<file path="src/rtl/load_pkg.sv">
// ============================================================================
// Module  : load_pkg
// Brief   : funct3 constants, FSM state type and legality/alignment helpers
//           for the RV32I load unit.
// Rev     : 1.0
// ============================================================================
`default_nettype none

package load_pkg;

    localparam logic [2:0] c_F3_LB  = 3'b000;
    localparam logic [2:0] c_F3_LH  = 3'b001;
    localparam logic [2:0] c_F3_LW  = 3'b010;
    localparam logic [2:0] c_F3_LBU = 3'b100;
    localparam logic [2:0] c_F3_LHU = 3'b101;

    typedef enum logic [1:0] {
        ST_IDLE  = 2'd0,
        ST_ISSUE = 2'd1,
        ST_WAIT  = 2'd2,
        ST_RESP  = 2'd3
    } state_t;

    function automatic logic f3_is_legal(input logic [2:0] f3);
        return (f3 == c_F3_LB) || (f3 == c_F3_LH) || (f3 == c_F3_LW) ||
               (f3 == c_F3_LBU) || (f3 == c_F3_LHU);
    endfunction

    function automatic logic is_misaligned(input logic [2:0] f3, input logic [1:0] off);
        return (((f3 == c_F3_LH) || (f3 == c_F3_LHU)) && off[0]) ||
               ((f3 == c_F3_LW) && (off != 2'b00));
    endfunction

endpackage

`default_nettype wire

</file>
<file path="src/rtl/load_align.sv">
// ============================================================================
// Module  : load_align
// Brief   : Combinational lane select and sign/zero extension of a read word.
// Rev     : 1.0
// ============================================================================
`default_nettype none

module load_align
    import load_pkg::*;
(
    input  logic [31:0] rdata,
    input  logic [1:0]  offset,
    input  logic [2:0]  funct3,
    output logic [31:0] data
);

    logic [7:0]  w_byte;
    logic [15:0] w_half;

    always_comb begin
        w_byte = 8'h00;
        case (offset)
            2'd0:    w_byte = rdata[7:0];
            2'd1:    w_byte = rdata[15:8];
            2'd2:    w_byte = rdata[23:16];
            default: w_byte = rdata[31:24];
        endcase
        // offset[0] is deliberately ignored for halfwords
        w_half = offset[1] ? rdata[31:16] : rdata[15:0];
    end

    always_comb begin
        data = 32'h0;
        case (funct3)
            c_F3_LB:  data = {{24{w_byte[7]}}, w_byte};
            c_F3_LBU: data = {24'h0, w_byte};
            c_F3_LH:  data = {{16{w_half[15]}}, w_half};
            c_F3_LHU: data = {16'h0, w_half};
            c_F3_LW:  data = rdata;
            default:  data = 32'h0;
        endcase
    end

endmodule

`default_nettype wire

</file>
<file path="src/rtl/load_unit.sv">
// ============================================================================
// Module  : load_unit
// Brief   : Single-outstanding RV32I load unit with memory timeout. Define
//           LOAD_MISALIGN_TRAP_EN to fault misaligned loads without access.
// Rev     : 1.0
// ============================================================================
`default_nettype none

module load_unit
    import load_pkg::*;
#(
    parameter int TIMEOUT_CYCLES = 255
) (
    input  logic        clk,
    input  logic        rst,
    input  logic        req_valid,
    output logic        req_ready,
    input  logic [31:0] req_addr,
    input  logic [2:0]  req_funct3,
    output logic        mem_req,
    output logic [31:0] mem_addr,
    input  logic        mem_gnt,
    input  logic        mem_rvalid,
    input  logic [31:0] mem_rdata,
    output logic        rsp_valid,
    input  logic        rsp_ready,
    output logic [31:0] rsp_data,
    output logic        rsp_fault
);

    localparam int CNT_W = (TIMEOUT_CYCLES < 2) ? 1 : $clog2(TIMEOUT_CYCLES + 1);
    localparam logic [CNT_W-1:0] c_CNT_LAST = CNT_W'(TIMEOUT_CYCLES - 1);

    state_t            state_q, state_d;
    logic [31:0]       addr_q, addr_d;
    logic [2:0]        f3_q, f3_d;
    logic [CNT_W-1:0]  cnt_q, cnt_d;
    logic [31:0]       data_q, data_d;
    logic              fault_q, fault_d;
    logic [31:0]       w_aligned;
    logic              w_reject;

    load_align u_align (
        .rdata  (mem_rdata),
        .offset (addr_q[1:0]),
        .funct3 (f3_q),
        .data   (w_aligned)
    );

    // Requests that must fault immediately without touching memory
`ifdef LOAD_MISALIGN_TRAP_EN
    assign w_reject = !f3_is_legal(req_funct3) || is_misaligned(req_funct3, req_addr[1:0]);
`else
    assign w_reject = !f3_is_legal(req_funct3);
`endif

    always_comb begin
        state_d = state_q;
        addr_d  = addr_q;
        f3_d    = f3_q;
        cnt_d   = cnt_q;
        data_d  = data_q;
        fault_d = fault_q;
        case (state_q)
            ST_IDLE: begin
                if (req_valid) begin
                    addr_d = req_addr;
                    f3_d   = req_funct3;
                    if (w_reject) begin
                        data_d  = 32'h0;
                        fault_d = 1'b1;
                        state_d = ST_RESP;
                    end else begin
                        state_d = ST_ISSUE;
                    end
                end
            end
            ST_ISSUE: begin
                if (mem_gnt) begin
                    cnt_d   = '0;
                    state_d = ST_WAIT;
                end
            end
            ST_WAIT: begin
                if (mem_rvalid) begin
                    data_d  = w_aligned;
                    fault_d = 1'b0;
                    state_d = ST_RESP;
                end else if (cnt_q == c_CNT_LAST) begin
                    data_d  = 32'h0;
                    fault_d = 1'b1;
                    state_d = ST_RESP;
                end else begin
                    cnt_d = cnt_q + 1'b1;
                end
            end
            default: begin
                if (rsp_ready) begin
                    state_d = ST_IDLE;
                end
            end
        endcase
    end

    always_ff @(posedge clk or posedge rst) begin
        if (rst) begin
            state_q <= ST_IDLE;
            addr_q  <= 32'h0;
            f3_q    <= 3'b000;
            cnt_q   <= '0;
            data_q  <= 32'h0;
            fault_q <= 1'b0;
        end else begin
            state_q <= state_d;
            addr_q  <= addr_d;
            f3_q    <= f3_d;
            cnt_q   <= cnt_d;
            data_q  <= data_d;
            fault_q <= fault_d;
        end
    end

    assign req_ready = (state_q == ST_IDLE);
    assign mem_req   = (state_q == ST_ISSUE);
    assign mem_addr  = {addr_q[31:2], 2'b00};
    assign rsp_valid = (state_q == ST_RESP);
    assign rsp_data  = data_q;
    assign rsp_fault = fault_q;

endmodule

`default_nettype wire
</file>
<file path="config.mk">
export PLATFORM = sky130hd
export DESIGN_NAME = load_unit
export DESIGN_NICKNAME = d
export VERILOG_FILES = /design/src/rtl/load_pkg.sv /design/src/rtl/load_align.sv /design/src/rtl/load_unit.sv
export SDC_FILE = /design/constraint.sdc
export NUM_CORES = 1
export LEC_CHECK = 0
export CAP_MARGIN = 20
export CORE_MARGIN = 10
export CORE_UTILIZATION = 50
export CTS_BUF_LIST = sky130_fd_sc_hd__clkbuf_8 sky130_fd_sc_hd__clkbuf_16
export CTS_CLUSTER_DIAMETER = 150
export CTS_CLUSTER_SIZE = 8
export DETAILED_ROUTE_END_ITERATION = 12
export GPL_TIMING_DRIVEN = 0
export PLACE_DENSITY_LB_ADDON = 0.15
export SLEW_MARGIN = 20
export SYNTH_ARGS = -nofsm -noshare
export SYNTH_HDL_FRONTEND = slang
export SYNTH_SLANG_ARGS = --single-unit
</file>
<file path="constraint.sdc">
create_clock -name clk -period 5.7 [get_ports clk]
set_input_delay 0.57 -clock clk [delete_from_list [all_inputs] [get_ports clk]]
set_output_delay 0.57 -clock clk [all_outputs]
set_load 0.01 [all_outputs]
</file>
### Word level (Yosys, flattened, before mapping)

Cells that the tools add are included.

* bits in registers: 78
* output and inout bits: 68
* word-level logic and storage cells: 66

* eq/ne operators: 20
* add/subtract/negate cells: 1
* mux-type cells: 24
* reduce and logical (&&, ||, !) cells: 15

Operators by type and width (count)
* $pmux W32 S5: 1
* $mux W32: 4
* $pmux W32 S2: 1
* $mux W8: 3
* $pmux W8 S3: 1
* $mux W16: 1
* $pmux W8 S2: 1
* $eq A3 B3 Y1 const B: 4
* $mux W2: 6
* $reduce_and A4 Y1: 3
* $add A8 B1 Y8 const B: 1
* $eq A8 B8 Y1 const B: 1
* $ne A2 B2 Y1 const B: 4
* $eq A2 B2 Y1 const B: 3
* $eq A3 B1 Y1 const B: 2
* $eq A3 B2 Y1 const B: 2
* $logic_not A3 Y1: 2
* $pmux W2 S3: 1
* $eq A2 B1 Y1 const B: 2
* $logic_not A2 Y1: 2
* $logic_or A1 B1 Y1: 4
* $mux W1: 4
* $reduce_bool A2 Y1: 2
* $reduce_bool A4 Y1: 1
* 4 further kinds: 4

### Depth between registers and ports, before layout

* depth after elaboration: 8
* mapped depth: 8
* depth with buffers taken out: 6

### Hierarchy

From an unflattened synthesis, not the netlist that was laid out.

* cells, all modules: 395
* area total of the unflattened synthesis: 4513.1 um2

Modules (own cells, without submodules)
* load_unit: area an instance 3442.1 um2, cells each 261, instances 1, seq. area each 1951.9 um2
* load_align: area an instance 1071.0 um2, cells each 134, instances 1, seq. area each 0.0 um2

### Worst setup path before layout

No wires, ideal clock.

* kind: register to register
* start: register state_q[0]
* end: register addr_q[0]
* stages on the path, launching flop included: 6
* clock period less this slack: 1.791 ns
* setup time: 0.125 ns
* path slack: 3.909 ns
* path buffers: 1
* data arrival time: 1.666 ns
* cells stage by stage: dfrtp_1 > inv_1 > ha_1 > nand2_1 > clkbuf_1 > mux2_2

* cells in the longest elaborated chain, start to end: 2

RTL lines
* start: declaration: RTL line load_unit.sv:34 `state_t state_q, state_d;`
* start signal: assignment: RTL line load_unit.sv:114 `state_q <= state_d;`
* $logic_not A2 Y1
* via req_ready: RTL line load_unit.sv:17 `output logic req_ready,`
* $reduce_and A2 Y1 (no source line)
* end signal: assignment: RTL line load_unit.sv:115 `addr_q <= addr_d;`
* end: declaration: RTL line load_unit.sv:35 `logic [31:0] addr_q, addr_d;`

The timed path passes the listed nets, and every way through them passes these cells.
A chain may end at the register's enable or synchronous reset.

### Worst setup path after layout

* start: register state_q[1]
* end: output port req_ready

* cells in the longest elaborated chain, start to end: 1

RTL lines
* $logic_not A2 Y1: RTL line load_unit.sv:123 `assign req_ready = (state_q == ST_IDLE);`
* end: declaration: RTL line load_unit.sv:17

No other way between the ends.

==> metrics.md <==
| Metric | Value |
|---|---|
| Critical path data arrival time | `1.75 ns` |
| Final net count | `629` |
| Leak Pwr | `~2.5 nW` |
| P&R area growth vs syn | `42.1%` |
| Die Footprint | `12400 um2` |
| Fmax | `431 MHz` |
| DR WL/cell | `roughly 18 um` |
| H-tree depth | `3` |
| Clk_lat worst skew | `0.35 ns` |
| Fin Setup TNS | `0 ns` |
| Vias | `3532` |
| Status | `finished clean` |
| Total Wirelength | `11600 um` |
| Critical Path Source | `state_q[1]$_DFFE_PP0P_` |
| Max_cap viols | `0` |
| DIE WIDTH | `roughly 110 um` |
| CP Class | `flip-flop to primary output` |
| Clock-pin slew of the registers on the worst-case setup and hold paths | `0.09 ns` |
| Period utilization | `40.7%` |
| Leading area contributor after synthesis | `dfrtp_1` |
| Worst slack at placement | `3.26 ns` |
| YS warnings | `0` |
| RSZ-0062 raised after global routing | `no` |
| Crit-path max FO | `7` |
| Synth Area in Adders | `1.81%` |
| Area contributors post-synth | `dfrtp_1 (47%), mux2_2 (9.8%), o2bb2ai_1 (6.7%), buf_4 (6.0%), nand2_1 (4.1%)` |
| Setup crit start kind | `flip-flop` |
| Complex-gate fraction of the synthesized area | `between 10% and 20%` |
| Clk Tree Root Cell | `clkbuf_8` |
| Main flop type after synthesis | `dfrtp_1` |
| Deepest clock path buffer count | `2` |
| Power Dens Cells | `between 500 and 600 nW/um2` |
| Layout cell share with drive strength beyond 1 | `18.0%` |
| Die height | `111 um` |
| Via density | `between 5 and 6` |
| Drt first-iter violations | `~130` |
| Fin area | `5900 um2` |
| Post-Synthesis Cells | `399` |
| Largest net degree at the start of global routing | `41` |
| # rows | `33` |
| Max-slew violations | `0` |
| Number of diodes | `0` |
| Register area share after synthesis | `47.0%` |
| CTS Sinks | `78` |
| XOR/XNOR share of the synthesized area | `0%` |
| IR Drop Worst-Case VDD | `295 uV` |
| GRT overflow | `0` |
| TritonRoute pass-1 iters | `4` |
| Mux share of post-synthesis cell area | `roughly 11%` |
| Setup ws final | `3.38 ns` |
| Detailed Place HPWL | `9050 um` |
| Clock Skew | `0.0117 ns` |
| Resize count post-CTS | `0` |
| Largest family of logic cells by synthesized area | `compound AO/OA/AOI/OAI gates` |
| WP data required | `5.13 ns` |
| Max transition margin | `59.8%` |
| Number of global-route vias before repair | `3761` |
| CP peak stage delay | `approximately 0.59 ns` |
| HP Start | `rsp_data[2]$_DFFE_PP0P_` |
| Most frequent cells in the layout | `clkdlybuf4s50_1 (138), dfrtp_1 (78), nand2_1 (45), mux2_2 (36), buf_4 (33)` |
| R2R Setup Slk | `around 3.5 ns` |
| Number of synthesized flops with an enable pin | `0` |
| Total global-route track usage | `18.8%` |
| Post-synth ARST share | `100%` |
| # hold bufs at CTS | `0` |
| Fin crit period | `2.32 ns` |
| Worst reg2reg startpoint | `state_q[0]$_DFFE_PP0P_` |
| Placed Area | `approximately 5700 um2` |
| Fillers | `621` |
| Antenna-violating nets left | `0` |
| Mapped Area | `4160 um2` |
| Area of the multi-input gates | `1820 um2` |
| Reg area | `between 1500 and 2000 um2` |
| Library cells used by synthesis | `50` |
| Critical path endpoint category | `primary output` |
| Final Hold Vio Count | `0` |
| Syn_area_per_cell | `between 10 and 15 um2` |
| Yosys reg bits | `78` |
| Core area | `just over 8000 um2` |
| CTS tree | `built` |
| Initial antenna violation count | `0` |
| Min-Delay Path Class | `flip-flop to flip-flop` |
| Io pins | `141` |
| Critical-path cell list | `inv_1, ha_1, clkdlybuf4s50_1` |
| # DRC | `0` |
| Least-Margin Pin Slew | `0.598 ns` |
| Initial Utilization | `51.1%` |
| Final setup fails | `0` |
| IO Port Bufs | `138` |
| Yosys top cell area share | `47.0%` |
| Commonest non-fill, non-tap cell in the layout | `clkdlybuf4s50_1` |
| Critical-path top delay cell | `clkdlybuf4s50_1` |
| Synth Area in Simple Gates | `14.8%` |
| CTS Buf Count | `9` |
| Setup Buffers After CTS | `0` |
| First-pass GRT wire length | `about 19000 um` |
| GP Congestion | `0.877` |
==> flip-flops by register name, indices dropped and copies added, names as in the netlist <==
register and cells:
cnt_q 8, f3_q 3, rsp_data 32, rsp_fault 1, addr_q 32, state_q 2
==> cell type report <==
class,instances,area share [%]
tap,105,2.23
clock inverter,5,0.975
inverter,7,0.487
multi-input combinational,260,30.9
timing repair buffer,139,23.7
buffer,55,6.06
clock buffer,11,2.56
sequential,78,33.1
==> cell usage after synthesis (all sizes together) (2+ instances only) <==
| library cell | instances |
|---|---|
| mux2i | 4 |
| a41oi | 2 |
| a221oi | 8 |
| or4 | 3 |
| or3 | 3 |
| nor3 | 20 |
| dfrtp | 78 |
| nand2b | 8 |
| buf | 43 |
| o2bb2ai | 32 |
| inv | 7 |
| nand3 | 13 |
| nor2 | 23 |
| ha | 6 |
| a211o | 2 |
| o211ai | 4 |
| nor2b | 4 |
| a21oi | 12 |
| o21ai | 6 |
| a22oi | 7 |
| clkbuf | 12 |
| mux2 | 38 |
| nand2 | 45 |
==> worst max-delay path: cells and delay by family, from the launching register on <==
family | cells | cell delay (ns)
buf+inv | 2 | 0.68
flops | 1 | 0.42
fa+ha+maj | 1 | 0.30
==> per-layer routing <==
layer	GRT usage [%]	vias to the layer above	routed length, um
met3	8.28	8	1120
li1	-	1707	-
met1	22.2	1694	4850
met5	0	-	0
met2	30.6	123	5540
met4	4.88	0	117
==> through the flow <==
| stage | instances | utilization (%) | total power [mW] | hold WS, ns |
|---|---|---|---|---|
| floorplan | 400 | - | 2.00 | 0.481 |
| CTS | 660 | 72.6 | 3.20 | 0.496 |
| global route | 660 | 72.6 | 3.40 | 0.507 |
| finish | 660 | 72.6 | 3.17 | 0.494 |
| detailed placement | 644 | 70.0 | 2.75 | 0.473 |
| global placement | 643 | 69.7 | 2.70 | 0.469 |
==> final timing paths <==
kind / to / cells after the start
max reg2reg: rsp_data[15]$_DFFE_PP0P_ / 7
max in group asynchronous: rsp_data[3]$_DFFE_PP0P_ / 3
min reg2reg: rsp_data[2]$_DFFE_PP0P_ / 1
min in group asynchronous: cnt_q[6]$_DFFE_PP0P_ / 2
max: req_ready / 3
min: rsp_data[2]$_DFFE_PP0P_ / 1
==> power by group <==
group / internal [mW] / leakage [nW] / switching (mW) / total [mW]
sequential: 0.790 / 0.999 / 0.142 / 0.932
clock: 0.227 / 0.103 / 0.216 / 0.443
combinational: 0.963 / 1.39 / 0.832 / 1.80
total: 1.98 / 2.49 / 1.19 / 3.17
==> logic make-up (layout without fill, tap and decap cells) <==
| family | count (synthesis) | in the layout |
|---|---|---|
| compound gates | 83 | 83 |
| fa+ha+maj | 6 | 6 |
| buf+inv | 62 | 217 |
| flops | 78 | 78 |
| mux | 42 | 42 |
| other cells | 1 | 2 |
| simple gates | 127 | 127 |
No activity file was read; power rests on OpenSTA's default activity.
